`config.mk`:
```
export PLATFORM = sky130hd
export DESIGN_NAME = mon_dff_flat
export DESIGN_NICKNAME = d
export VERILOG_FILES = /design/src/rtl/mon_dff_if.sv /design/src/rtl/mon_dff.sv /design/src/flat_wrapper.sv
export SDC_FILE = /design/constraint.sdc
export NUM_CORES = 1
export LEC_CHECK = 0
export CORE_MARGIN = 5
export CORE_UTILIZATION = 30
export CTS_CLUSTER_DIAMETER = 150
export DETAILED_ROUTE_END_ITERATION = 16
export PLACE_DENSITY_LB_ADDON = 0.2
export SYNTH_ARGS = -nofsm -noshare
export SYNTH_HDL_FRONTEND = slang
export SYNTH_SLANG_ARGS = --single-unit
```
`constraint.sdc`:
```
create_clock -name clk -period 12.6 [get_ports clk]
set_input_delay 1.89 -clock clk [delete_from_list [all_inputs] [get_ports clk]]
set_output_delay 1.89 -clock clk [all_outputs]
set_load 0.005 [all_outputs]
```
`src/rtl/mon_dff_if.sv`:
```
// mon_dff_if: valid/ready word stream leaving the DFF capture stage.
//   m_valid  head word present
//   m_ready  consumer accepts the head word
//   m_data   packed word, bit 0 = earliest sampled bit
//   m_nbits  number of valid bits in m_data
//   m_id     stream tag
// master = capture stage, slave = forwarding consumer.
interface mon_dff_if #(
  parameter int WIDTH = 32
);
  logic             m_valid;
  logic             m_ready;
  logic [WIDTH-1:0] m_data;
  logic [5:0]       m_nbits;
  logic [7:0]       m_id;

  modport master (output m_valid, m_data, m_nbits, m_id, input m_ready);
  modport slave  (input m_valid, m_data, m_nbits, m_id, output m_ready);
endinterface

```
`src/rtl/mon_dff.sv`:
```
// mon_dff: capture stage downstream of the DFF under test.
// Samples `dout` on qualified clocks, packs bits LSB-first into WIDTH-bit
// words and queues completed or flushed words in a first-word-fall-through
// FIFO that drives a valid/ready stream.
//   clk, rst   clock (posedge) and async active-low reset
//   en         sample qualifier for dout
//   dout       DUT output bit
//   flush      push the partial word
//   m          stream out (master modport)
//   level      FIFO occupancy 0..DEPTH
//   overflow   sticky, a word was dropped on a full FIFO
module mon_dff #(
  parameter logic [7:0] id    = 8'd0,
  parameter int         WIDTH = 32,
  parameter int         DEPTH = 4
) (
  input  logic                   clk,
  input  logic                   rst,
  input  logic                   en,
  input  logic                   dout,
  input  logic                   flush,
  mon_dff_if.master              m,
  output logic [$clog2(DEPTH):0] level,
  output logic                   overflow
);
  localparam int CW = $clog2(WIDTH);
  localparam int AW = $clog2(DEPTH);

  typedef struct packed {
    logic [5:0]       nbits;
    logic [WIDTH-1:0] data;
  } entry_t;

  // ---------------- packer ----------------
  logic [CW-1:0]    bit_cnt;
  logic [WIDTH-1:0] sreg;
  logic [WIDTH-1:0] sreg_new;
  logic             last_bit;
  logic             push;
  entry_t           push_ent;

  // sreg_new already holds this edge's bit, so a push on the completing
  // or flushing edge carries it without an extra cycle.
  always_comb begin
    sreg_new = sreg;
    if (en) sreg_new[bit_cnt] = dout;
    last_bit = en && (bit_cnt == CW'(WIDTH - 1));
    // en=0 flush of an empty word produces nothing
    push = last_bit || (flush && (en || (bit_cnt != '0)));
    push_ent.data  = sreg_new;
    push_ent.nbits = last_bit ? 6'(WIDTH) : (6'(bit_cnt) + (en ? 6'd1 : 6'd0));
  end

  always_ff @(posedge clk or negedge rst) begin
    if (!rst) begin
      bit_cnt <= '0;
      sreg    <= '0;
    end else if (push) begin
      bit_cnt <= '0;
      sreg    <= '0;
    end else if (en) begin
      bit_cnt <= bit_cnt + 1'b1;
      sreg    <= sreg_new;
    end
  end

  // ---------------- FIFO ----------------
  // Pointers carry one extra wrap bit so full and empty differ.
  logic [AW:0] wr_ptr, rd_ptr;
  entry_t      mem [DEPTH];
  logic        empty, full, pop, wr_en;

  always_comb begin
    empty = (wr_ptr == rd_ptr);
    full  = (wr_ptr[AW] != rd_ptr[AW]) && (wr_ptr[AW-1:0] == rd_ptr[AW-1:0]);
    pop   = !empty && m.m_ready;
    // a coincident pop frees the slot, so a push on a full FIFO still lands
    wr_en = push && (!full || pop);
  end

  always_ff @(posedge clk or negedge rst) begin
    if (!rst) begin
      wr_ptr   <= '0;
      rd_ptr   <= '0;
      overflow <= 1'b0;
    end else begin
      if (wr_en) wr_ptr <= wr_ptr + 1'b1;
      if (pop)   rd_ptr <= rd_ptr + 1'b1;
      if (push && full && !pop) overflow <= 1'b1;
    end
  end

  // Storage needs no reset: the read side is gated by empty.
  always_ff @(posedge clk) begin
    if (wr_en) mem[wr_ptr[AW-1:0]] <= push_ent;
  end

  always_comb begin
    level     = wr_ptr - rd_ptr;
    m.m_valid = !empty;
    m.m_data  = empty ? '0 : mem[rd_ptr[AW-1:0]].data;
    m.m_nbits = empty ? '0 : mem[rd_ptr[AW-1:0]].nbits;
    m.m_id    = id;
  end
endmodule
```
`src/flat_wrapper.sv`:
```
// flat-port wrapper written by rule: the top's interface ports become plain ports
module mon_dff_flat 
#(
  parameter logic [7:0] id    = 8'd0,
  parameter int         WIDTH = 32,
  parameter int         DEPTH = 4
)
  (clk, rst, en, dout, flush, level, overflow, m_m_valid, m_m_data, m_m_nbits, m_m_id, m_m_ready);
  mon_dff_if #(.WIDTH(WIDTH)) m_i ();
  input  logic clk;
  input  logic rst;
  input  logic en;
  input  logic dout;
  input  logic flush;
  output logic [$clog2(DEPTH):0] level;
  output logic overflow;
  output wire logic [$bits(m_i.m_valid)-1:0] m_m_valid;
  output wire logic [$bits(m_i.m_data)-1:0] m_m_data;
  output wire logic [$bits(m_i.m_nbits)-1:0] m_m_nbits;
  output wire logic [$bits(m_i.m_id)-1:0] m_m_id;
  input wire logic [$bits(m_i.m_ready)-1:0] m_m_ready;
  assign m_m_valid = m_i.m_valid;
  assign m_m_data = m_i.m_data;
  assign m_m_nbits = m_i.m_nbits;
  assign m_m_id = m_i.m_id;
  assign m_i.m_ready = m_m_ready;
  mon_dff #(.id(id), .WIDTH(WIDTH), .DEPTH(DEPTH)) u_core (.clk(clk), .rst(rst), .en(en), .dout(dout), .flush(flush), .m(m_i), .level(level), .overflow(overflow));
endmodule
```
# --- After elaboration in Yosys (flattened, before gate mapping) ---
# Memory sizes are Yosys's and may differ from the RTL's.
# Index checks and enable logic that the tools add are counted.
word_totals:
  n_memories: 1
  ff_bits: 44
  ram_bits: 152
op_classes:
  addsub: 5
  n_reduce_logical: 16
  order_cmp: 2
  eq_ne: 4
  mux: 14
mem_list:
  columns: ["name", "depth", "width", "rd", "rd_clocked_by_memory_dff", "wr", "line", "rtl"]
  rows:
  - ["u_core.mem", 4, 38, 1, 0, 1, "mon_dff.sv:70", "entry_t mem [DEPTH];"]
ops:
  columns: ["operator", "count"]
  rows:
  - ["32-bit two-way mux", 4]
  - ["32-bit bitwise mux", 1]
  - ["6-bit two-way mux", 2]
  - ["5-bit two-way mux", 2]
  - ["1-bit logical AND", 8]
  - ["3-bit by 1-bit adder with 3-bit output, second input constant", 2]
  - ["5-bit by 6-bit adder with 6-bit output", 1]
  - ["5-bit by 6-bit less-than comparator with 1-bit output, second input constant", 1]
  - ["5-bit by 1-bit adder with 5-bit output, second input constant", 1]
  - ["1-bit demux with 5-bit select", 1]
  - ["5-bit == test, second input constant", 1]
  - ["5-bit by 1-bit greater-or-equal comparator with 1-bit output, second input constant", 1]
  - ["5-bit nonzero test", 1]
  - ["1-bit two-way mux", 4]
  - ["3-bit == test", 1]
  - ["1-bit zero test", 3]
  - ["1-bit logical OR", 3]
  - ["3-bit subtractor", 1]
  - ["2-bit == test", 1]
  - ["2-bit nonzero test", 1]
  - ["1-bit inequality test", 1]

# --- Logic depth before layout (Yosys ltp) ---
# Gate-level depths: netlist (run 1).
logic_depth:
  word_depth: 8
  mapped_depth: 7
  ltp_nobuf: 7

# --- Least setup slack after synthesis (run 1) ---
# No wires, ideal clock.
synth_timing:
  path_type: "input to register"
  startpoint: "input en"
  endpoint: "memory u_core.mem[3][0] (netlist name) (enable)"
  arrival_time_ns: 5.190
  setup_slack_ns: 6.925
  required_ns: 12.115
  path_stages: 5
  cell_sequence: "buf_2 > buf_2 > a21o_1 > nand2_1 > nor3_1"
synth_between:
  elab_chain_cells: 6
  word_cells_on_any_way: 7
synth_lines:
  columns: ["element", "line", "rtl"]
  rows:
  - ["from (decl)", "flat_wrapper.sv:12", "input logic en;"]
  - ["1-bit logical OR", "mon_dff.sv:49", "push = last_bit || (flush && (en || (bit_cnt != '0)));"]
  - ["1-bit logical AND", "mon_dff.sv:49", null]
  - ["1-bit logical OR (*)", "mon_dff.sv:49", null]
  - ["1-bit logical AND (*)", "mon_dff.sv:78", "wr_en = push && (!full || pop);"]
  - ["1-bit two-way mux (*)", "mon_dff.sv:95", "if (wr_en) mem[wr_ptr[AW-1:0]] <= push_ent;"]
  - ["1-bit two-way mux (not written as such) (*)", "mon_dff.sv:95", null]
  - ["to (decl)", "mon_dff.sv:70", null]
# Mark *: on every way between the ends. The rest lies on a longest branch, timed or not.

# --- Final worst setup path (run 1) ---
layout_timing:
  startpoint: "register u_core.rd_ptr[0]"
  endpoint: "output m_m_data[18]"
layout_between:
  elab_chain_cells: 2
  word_cells_on_any_way: 3
layout_lines:
  columns: ["element", "line", "rtl"]
  rows:
  - ["from (decl)", "mon_dff.sv:69", "logic [AW:0] wr_ptr, rd_ptr;"]
  - ["from (signal assigned)", "mon_dff.sv:88", "if (pop) rd_ptr <= rd_ptr + 1'b1;"]
  - ["memory read 4 x 38 bit / 3-bit == test (equally long branches)", null, null]
  - ["32-bit two-way mux (*)", "mon_dff.sv:101", "m.m_data = empty ? '0 : mem[rd_ptr[AW-1:0]].data;"]
  - ["to (decl)", "flat_wrapper.sv:18", "output wire logic [$bits(m_i.m_data)-1:0] m_m_data;"]
# Marked as above.

==> results.py, run 1 <==
metrics = {
    "logic_synthesis": {
        "synth_top_cells_by_area": "edfxtp_1 55%, dfrtp_1 13%, mux4_2 10%",
        "ys_warn_count": 0,
        "synth_seq_cells": 196,
        "ys.flop_type": "edfxtp_1",
        "synthArstFlopShare": 0.224,
        "synth_cell_types": 33,
        "synth_edf_count": 152,
        "yosysSeqAreaShare": 0.682,
        "netlist.area_leader.share": 0.550,
        "yosys.area.top_type": "edfxtp_1",
        "avgSynthCellArea_sq_um": 16.9,
        "netlist_area_sq_mm": 0.00830,
        "synthCells": 490,
    },
    "sta": {
        "rsz0062_at_grt": "false",
        "finalCritPeriodShare": 0.384,
        "hold_violations": 0,
        "tns_ns": 0,
        "slew_headroom": 0.246,
        "max_freq_ghz": 0.206,
        "finalMaxSlewViolations": 0,
        "setup_slack_ns": 7.76,
        "holdWs_ns": 0.483,
        "period_needed_ns": 4.84,
        "setup_viol": 0,
        "tightest_slew_ns": 1.13,
        "fin_skew_ns": 0.00997,
    },
    "cts": {
        "clockBufferDepth": 2,
        "ctsHtreeMaxLevel": 4,
        "path_clk_slew_ns": 0.07,
        "ctsResizeCount": 0,
        "post_cts_buffers": 0,
        "cts.sinks": 196,
        "tritoncts": "done",
        "cts_hold_buf": 0,
        "clockRootBuffer": "clkbuf_16",
        "cts_buffers": 17,
        "clkLatencyLatePin_ns": 0.43,
    },
    "setup_path": {
        "r2r-start": "u_core.rd_ptr[0]",
        "path_class": "flip-flop to primary output",
        "crit_start": "u_core.rd_ptr[0]",
        "crit_fanout": 41,
        "critical_path_arrival_ns": 2.95,
        "cp-start-kind": "flip-flop",
        "cp_data_required_time_ns": 10.71,
        "endpoint_kind": "primary output",
        "regToRegSetupSlack_ns": 9.37,
    },
    "place": {
        "numPortBuffers": 48,
        "gp_congestion": 0.725,
        "dpl_cell_area_sq_mm": 0.00916,
        "place_worst_setup_slack_ns": 7.72,
        "hpwl_microns": 9900,
    },
    "global_route": {
        "grt_overflow": 0,
        "grt_pass1_wl_microns": 26100,
        "grt_pass1_vias": 4403,
        "antenna_found_initial": 0,
        "grt_max_degree": 45,
        "track_usage": 0.111,
    },
    "floorplanning": {
        "core_area_sq_mm": 0.0276,
        "die_w_microns": 176,
        "die_area_sq_mm": 0.0311,
        "rows": 61,
        "io_pins": 57,
        "die_y_microns": 176,
        "start_util": 0.301,
    },
    "power_and_ir_drop": {
        "p_leak_nw": 3.47,
        "power.total_mw": 2.20,
        "p_per_area_mw_per_mm2": 226,
        "ir_worst_vdd_v": 0.0000943,
    },
    "final_layout": {
        "drive_above_1_share": 0.219,
        "stdcell_area_sq_mm": 0.00973,
        "multi_input_area_sq_mm": 0.00246,
        "area_growth_pct": 17.1,
        "regArea_sq_mm": 0.00567,
        "n_fill_cell": 2600,
        "diodes": 0,
        "nets": 555,
    },
    "route": {
        "drc": 0,
        "via_count": 4139,
        "drtPass1Iterations": 5,
        "ant_nets": 0,
        "wl_per_cell_microns": 18.0,
        "drt_iter0_markers": 232,
        "routed_wl_microns": 16600,
        "viasPerCell": 4.47,
    },
    "run": {
        "drv_cap": 0,
    },
    "min_path": {
        "hold_class": "flip-flop to flip-flop",
        "min_from": "u_core.overflow",
    },
    "status": {
        "status": "finished clean",
    },
}
[critical path, stage by stage, from the launching register on]
cell,delay [ns]
dfrtp_2,0.34
buf_4,0.66
ha_1,0.39
nand3_1,0.08
buf_4,0.34
and2_1,0.19
clkdlybuf4s50_1,0.51
[flip-flops by register name, summed over array words and instances, names as in the netlist]
register         cells
u_core.mem         152
u_core.sreg         32
u_core.bit_cnt       5
u_core.rd_ptr        3
u_core.wr_ptr        3
u_core.overflow      1
[metal layers]
metal,up-vias,track usage,wire (microns),part of all wire
li1,1899,-,-,-
met2,68,0.197,8890,0.53
met3,13,0.0253,596,0.036
met4,0,0.0361,214,0.013
met5,-,0,0,0
met1,2159,0.135,6930,0.42
[placed cells by master (no fill, tap or decap), drive strengths merged]
| cell | netlist | final |
|---|---|---|
| mux4 | 38 | 38 |
| nor4b | 1 | 1 |
| nand2 | 6 | 6 |
| xor2 | 5 | 5 |
| ha | 14 | 14 |
| clkbuf | 15 | 17 |
| a21o | 2 | 2 |
| edfxtp | 152 | 152 |
| buf | 22 | 8 |
| and3 | 1 | 1 |
| a21oi | 4 | 4 |
| nor3 | 3 | 3 |
| mux2 | 34 | 34 |
| clkinvlp | 0 | 1 |
| clkinv | 0 | 7 |
| o21ai | 1 | 1 |
| fa | 1 | 1 |
| and2 | 43 | 43 |
| mux2i | 2 | 2 |
| clkdlybuf4s50 | 0 | 47 |
| nand4 | 1 | 1 |
| o21a | 31 | 31 |
| nor2 | 38 | 38 |
| or2 | 1 | 1 |
| nand2b | 2 | 2 |
| nor2b | 1 | 1 |
| conb | 1 | 8 |
| inv | 7 | 14 |
| nand3b | 4 | 4 |
| dfrtp | 44 | 44 |
| nand3 | 9 | 9 |
| xnor2 | 7 | 7 |
[path summary, 6_finish.rpt]
path                                     endpoint  cells past startpoint
max in group asynchronous        u_core.rd_ptr[0]                      1
min in group asynchronous        u_core.rd_ptr[2]                      1
worst min register to register    u_core.overflow                      1
worst max register to register  u_core.mem[0][14]                      6
worst max-delay path                 m_m_data[18]                      6
worst min-delay path              u_core.overflow                      1
[power by group]
| group | switching (mW) | leakage [nW] | total [mW] | internal, mW |
|---|---|---|---|---|
| registers | 0.0324 | 2.02 | 0.854 | 0.822 |
| logic | 0.369 | 1.17 | 0.831 | 0.462 |
| clock network | 0.253 | 0.280 | 0.515 | 0.262 |
[per-stage QoR]
step	util	instances
after floorplan	-	497
after global placement	0.332	893
after detailed placement	0.332	893
after CTS	0.353	925
after global routing	0.353	925
final	0.353	925
[cell usage after synthesis (2+ instances only)]
library cell  count
buf_1             3
dfrtp_1          44
mux2_2           33
nor3_1            2
and2_1           43
o21a_1           31
buf_4             9
xor2_1            5
inv_1             7
a21o_1            2
buf_2            10
nand3b_1          4
edfxtp_1        152
mux4_2           38
mux2i_1           2
ha_1             14
nand2_1           6
xnor2_1           7
clkbuf_1         15
nand3_1           9
nand2b_1          2
a21oi_1           4
nor2_1           38
[kinds of logic after synthesis]
kind of cell / Yosys count / share of synthesized area
DFF: 196 / 0.682
and+or+nand+nor: 110 / 0.0711
muxes: 74 / 0.152
buffers and inverters: 44 / 0.0255
AOI/OAI and AO/OA: 38 / 0.0328
adders and majority gates: 15 / 0.0235
xor gates and xnor gates: 12 / 0.0127
other: 1 / 0.000452
[final cells by class]
type                       count  area share
clock inverter                15      0.0145
timing repair buffer          55      0.0543
inverter                       7     0.00270
clock buffer                  17      0.0437
sequential                   196       0.583
multi-input combinational    257       0.253
tap                          378      0.0486
Power figures use the tool's default switching activity.
==> run 2: changes to the inputs <==
==> constraint.sdc (replaced) <==
create_clock -name clk -period 4.2 [get_ports clk]
set_input_delay 0.63 -clock clk [delete_from_list [all_inputs] [get_ports clk]]
set_output_delay 0.63 -clock clk [all_outputs]
set_load 0.005 [all_outputs]
==> run 2 against run 1 <==
  * Critical path depth unchanged
  * Flip-flop and latch count unchanged
  * Global-route usage increased by 0.27 points
  * Worst hold slack got worse by 0.18 ns
  * Highest routed layer unchanged
  * Clock skew about the same
==> results.py, run 2 (synthesis gave the netlist of run 1 again) <==
metrics = {
    "setup_path": {
        "path_class": "flip-flop to primary output",
        "path_cells": "inv_1 -> ha_1 -> nand3_1 -> buf_4 -> and2_1 -> clkdlybuf4s50_1",
        "path_depth": 6,
        "critical_path_arrival_ns": 2.66,
        "r2r-start": "u_core.rd_ptr[1]",
        "r2r_cells": 8,
        "crit_buf_inv": 3,
        "r2r_end": "u_core.mem[1][27]",
        "cp_data_required_time_ns": 3.57,
        "endpoint_kind": "primary output",
        "max_stage_delay_ns": 0.75,
        "regToRegSetupSlack_ns": 1.19,
        "crit_end": "m_m_data[2]",
        "cpMaxStageDelayCell": "dfrtp_2",
        "cp-start-kind": "flip-flop",
        "crit_start": "u_core.rd_ptr[1]",
        "crit_fanout": 25,
        "critPathTopFamily": "buffers and inverters",
    },
    "sta": {
        "setup_viol": 0,
        "finalMaxSlewViolations": 0,
        "rsz0062_at_grt": "false",
        "period_needed_ns": 3.29,
        "tightest_slew_ns": 1.12,
        "max_freq_ghz": 0.304,
        "hold_violations": 0,
        "slew_headroom": 0.254,
        "setup_slack_ns": 0.912,
        "finalCritPeriodShare": 0.783,
        "tns_ns": 0,
        "fin_skew_ns": 0.00956,
    },
    "route": {
        "via_count": 4151,
        "routed_wl_microns": 17200,
        "viasPerCell": 4.45,
        "ant_nets": 0,
        "drc": 0,
        "drt_iter0_markers": 219,
        "wl_per_cell_microns": 18.4,
        "drtPass1Iterations": 4,
    },
    "global_route": {
        "grt_overflow": 0,
        "grt_pass1_vias": 4565,
        "antenna_found_initial": 0,
        "track_usage": 0.114,
        "grt_pass1_wl_microns": 26700,
        "grt_max_degree": 45,
    },
    "power_and_ir_drop": {
        "ir_worst_vdd_v": 0.000216,
        "p_leak_nw": 3.55,
        "p_per_area_mw_per_mm2": 692,
    },
    "floorplanning": {
        "start_util": 0.301,
        "core_area_sq_mm": 0.0276,
        "rows": 61,
        "die_area_sq_mm": 0.0311,
        "die_y_microns": 176,
        "io_pins": 57,
        "die_w_microns": 176,
    },
    "cts": {
        "clockRootBuffer": "clkbuf_16",
        "clkLatencyLatePin_ns": 0.43,
        "ctsResizeCount": 0,
        "clockBufferDepth": 2,
        "cts.sinks": 196,
        "tritoncts": "done",
        "ctsHtreeMaxLevel": 4,
        "cts_hold_buf": 0,
        "path_clk_slew_ns": 0.07,
        "post_cts_buffers": 0,
        "cts_buffers": 17,
    },
    "run": {
        "drv_cap": 0,
    },
    "status": {
        "status": "finished clean",
    },
    "place": {
        "place_worst_setup_slack_ns": 1.06,
        "numPortBuffers": 48,
        "gp_congestion": 0.715,
        "hpwl_microns": 10700,
    },
    "final_layout": {
        "drive_above_1_share": 0.227,
        "layout_commonest_cell": "edfxtp_1",
        "area_growth_pct": 19.1,
        "nets": 562,
        "largest_reg_flops": 152,
        "layout_common_cells": "152 x edfxtp_1, 47 x clkdlybuf4s50_1, 42 x dfrtp_1",
        "diodes": 0,
    },
    "min_path": {
        "hold_class": "primary input to async pin",
    },
}
==> run 2: cell types whose count changed in the layout (fill, tap and decap cells not counted), moves of 2 or more <==
cell,change
inv_8,-2
buf_4,+3
bufinv_16,+3
clkbuf_8,+2
clkinv_8,-2
buf_12,+4
==> run 2: metal layers <==
metal  up-vias  GRT usage  wire, microns
li1       1913          -              -
met2        57      0.199           9020
met5         -          0              0
met4         0     0.0368            229
met1      2167      0.144           7460
met3        14     0.0216            444
==> run 2: area by class of cell <==
cell class / count / area [sq um]
Fill cell: 2626 / 17700
Clock inverter: 12 / 164
Clock buffer: 20 / 457
Multi-Input combinational cell: 257 / 2470
Sequential cell: 196 / 5670
Timing Repair Buffer: 62 / 631
Inverter: 7 / 26.3
Tap cell: 378 / 473
==> run 2: how the worst min path moves through the flow <==
stage	from	to	slack, ns	cells past startpoint
2_1_floorplan	rst	u_core.bit_cnt[0]	0.33	0
3_3_place_gp	u_core.overflow	u_core.overflow	0.48	1
6_report	rst	u_core.rd_ptr[2]	0.30	2
4_1_cts	rst	u_core.sreg[29]	0.32	2
5_1_grt	rst	u_core.rd_ptr[2]	0.34	2
3_5_place_dp	u_core.wr_ptr[2]	u_core.wr_ptr[2]	0.48	1
==> run 2: power by group <==
part | internal, mW | switching [mW] | leakage (nW) | total (mW)
sequential | 2.46 | 0.190 | 2.02 | 2.65
clock | 0.983 | 0.724 | 0.308 | 1.71
combinational | 1.44 | 1.04 | 1.22 | 2.49
total | 4.89 | 1.96 | 3.55 | 6.84
==> run 2: per-stage QoR <==
stage                     utilization  instances  instance area [sq um]  hold slack (ns)  power, mW
after floorplan                     -        497                   8330            0.334       3.95
after global placement          0.336        900                   9270            0.479       5.26
after detailed placement        0.336        900                   9270            0.484       5.29
after CTS                       0.359        932                   9890            0.320       7.00
after global routing            0.359        932                   9890            0.344       7.27
final                           0.359        932                   9890            0.300       6.84
==> run 3: changes to the inputs <==
==> constraint.sdc (replaced) <==
create_clock -name clk -period 2.7 [get_ports clk]
set_input_delay 0.405 -clock clk [delete_from_list [all_inputs] [get_ports clk]]
set_output_delay 0.405 -clock clk [all_outputs]
set_load 0.005 [all_outputs]
==> run 3 against run 2 <==
  * Die area is the same
  * Clock power up 58%
  * Clock skew is 0.0050 ns higher
  * Design area increased by 1.2%
  * Critical path depth shrank 2
  * Sequential share of layout area shrank 0.65 points
  * Flip-flop and latch count unchanged
  * Register-to-register slack lost 0.85 ns
  * Combinational power increased by 57%
  * Critical endpoint is now m_m_data[0]
==> results.py, run 3 (synthesis gave the netlist of run 1 again) <==
metrics = {
    "sta": {
        "setup_viol": 0,
        "finalCritPeriodShare": 0.965,
        "hold_violations": 0,
        "slew_headroom": 0.461,
        "finalMaxSlewViolations": 0,
        "fin_skew_ns": 0.0146,
        "setup_slack_ns": 0.0947,
        "rsz0062_at_grt": "true",
        "max_freq_ghz": 0.384,
        "tightest_slew_ns": 0.809,
        "period_needed_ns": 2.61,
    },
    "setup_path": {
        "critical_path_arrival_ns": 2.20,
        "cpMaxStageDelayCell": "mux4_2",
        "r2r-start": "u_core.bit_cnt[0]",
        "r2r_end": "u_core.mem[1][11]",
        "endpoint_kind": "primary output",
        "path_cells": "buf_12 -> mux4_2 -> and2_1 -> clkdlybuf4s50_1",
        "crit_fanout": 14,
        "path_class": "flip-flop to primary output",
        "cp-start-kind": "flip-flop",
        "cp_data_required_time_ns": 2.30,
        "max_stage_delay_ns": 0.52,
        "r2r_cells": 7,
        "regToRegSetupSlack_ns": 0.34,
    },
    "floorplanning": {
        "core_area_sq_mm": 0.0276,
        "start_util": 0.301,
        "io_pins": 57,
        "die_y_microns": 176,
        "die_w_microns": 176,
        "die_area_sq_mm": 0.0311,
        "rows": 61,
    },
    "cts": {
        "cts_buffers": 17,
        "clockBufferDepth": 2,
        "cts.sinks": 196,
        "path_clk_slew_ns": 0.08,
        "clkLatencyLatePin_ns": 0.43,
        "cts_hold_buf": 0,
        "ctsHtreeMaxLevel": 4,
        "tritoncts": "done",
        "clockRootBuffer": "clkbuf_16",
    },
    "power_and_ir_drop": {
        "p_int_mw": 7.47,
        "p_clk_frac": 0.256,
        "ir_worst_vdd_v": 0.000413,
        "switching_share": 0.295,
        "switchingPower_mw": 3.13,
        "p_leak_nw": 3.66,
        "p_comb_frac": 0.369,
        "p_per_area_mw_per_mm2": 1060,
        "seqPwrFrac": 0.376,
    },
    "place": {
        "numPortBuffers": 48,
        "dpl_cell_area_sq_mm": 0.00935,
        "place_worst_setup_slack_ns": 0.331,
        "hpwl_microns": 10400,
        "gp_congestion": 0.743,
    },
    "route": {
        "drc": 0,
        "wl_per_cell_microns": 17.8,
        "viasPerCell": 4.45,
        "routed_wl_microns": 16600,
        "drtPass1Iterations": 4,
        "via_count": 4169,
        "ant_nets": 0,
        "drt_iter0_markers": 215,
    },
    "global_route": {
        "grt_pass1_vias": 4575,
        "grt_max_degree": 39,
        "grt_overflow": 0,
        "grt_pass1_wl_microns": 26800,
        "track_usage": 0.113,
        "antenna_found_initial": 0,
    },
    "final_layout": {
        "largest_reg_flops": 152,
        "stdcell_area_sq_mm": 0.0100,
        "layout_common_cells": "152 x edfxtp_1, 42 x dfrtp_1, 40 x and2_1",
        "drive_above_1_share": 0.243,
        "nets": 567,
        "diodes": 0,
        "layout_commonest_cell": "edfxtp_1",
        "area_growth_pct": 20.5,
    },
    "min_path": {
        "hold_class": "primary input to async pin",
    },
    "run": {
        "drv_cap": 0,
    },
    "status": {
        "status": "finished clean",
    },
}
## run 3: critical path, delay by kind of cell, from the launching register on
| family | cells | cell delay (ns) |
|---|---|---|
| buffers and inverters | 2 | 0.64 |
| DFF | 1 | 0.43 |
| muxes | 1 | 0.52 |
| and+or+nand+nor | 1 | 0.17 |
## run 3: repair_timing
action                                  CTS  global route
endpoints found under the setup margin   37            15
setup buffers                             0             0
gates resized for setup                  31             5
## run 3: layout make-up
type,instances,area [sq um]
Fill cell,2607,17500
Sequential cell,196,5670
Multi-Input combinational cell,257,2480
Timing Repair Buffer,67,713
Tap cell,378,473
Clock buffer,17,425
Clock inverter,15,216
Inverter,7,26.3
## run 3: per-layer routing
metal / global-route usage / vias to the layer above / wire, microns
met4: 0.0387 / 0 / 342
met1: 0.151 / 2150 / 7680
met2: 0.183 / 64 / 8100
met3: 0.0268 / 26 / 516
met5: 0 / - / 0
li1: - / 1929 / -
## run 3: worst max path at each step
stage	start	slack (ns)	to
2_1_floorplan	u_core.bit_cnt[1]	0.003	u_core.mem[3][0]
3_3_place_gp	en	0.37	u_core.mem[1][17]
3_5_place_dp	en	0.33	u_core.mem[1][36]
4_1_cts	u_core.rd_ptr[1]	0.01	level[2]
5_1_grt	u_core.rd_ptr[0]	-0.02	m_m_data[5]
6_report	u_core.rd_ptr[0]	0.09	m_m_data[0]
## run 3: power groups by stage
stage               combinational (mW)  clock, mW  sequential, mW
detailed placement                4.23          0            4.05
CTS                               4.06       2.78            3.99
global route                      4.37       2.93            4.02
global placement                  4.20          0            4.03
floorplan                         2.14          0            4.01
finish                            3.91       2.71            3.98
## run 3: per-stage QoR
stage,utilization,hold slack [ns],TNS (ns),power [mW],cells
final,0.363,0.0680,0,10.6,937
after global routing,0.363,0.104,-0.0349,11.3,937
after CTS,0.362,0.0819,0,10.8,937
after detailed placement,0.339,0.478,0,8.28,905
after global placement,0.339,0.479,0,8.23,905
after floorplan,-,0.109,0,6.15,497
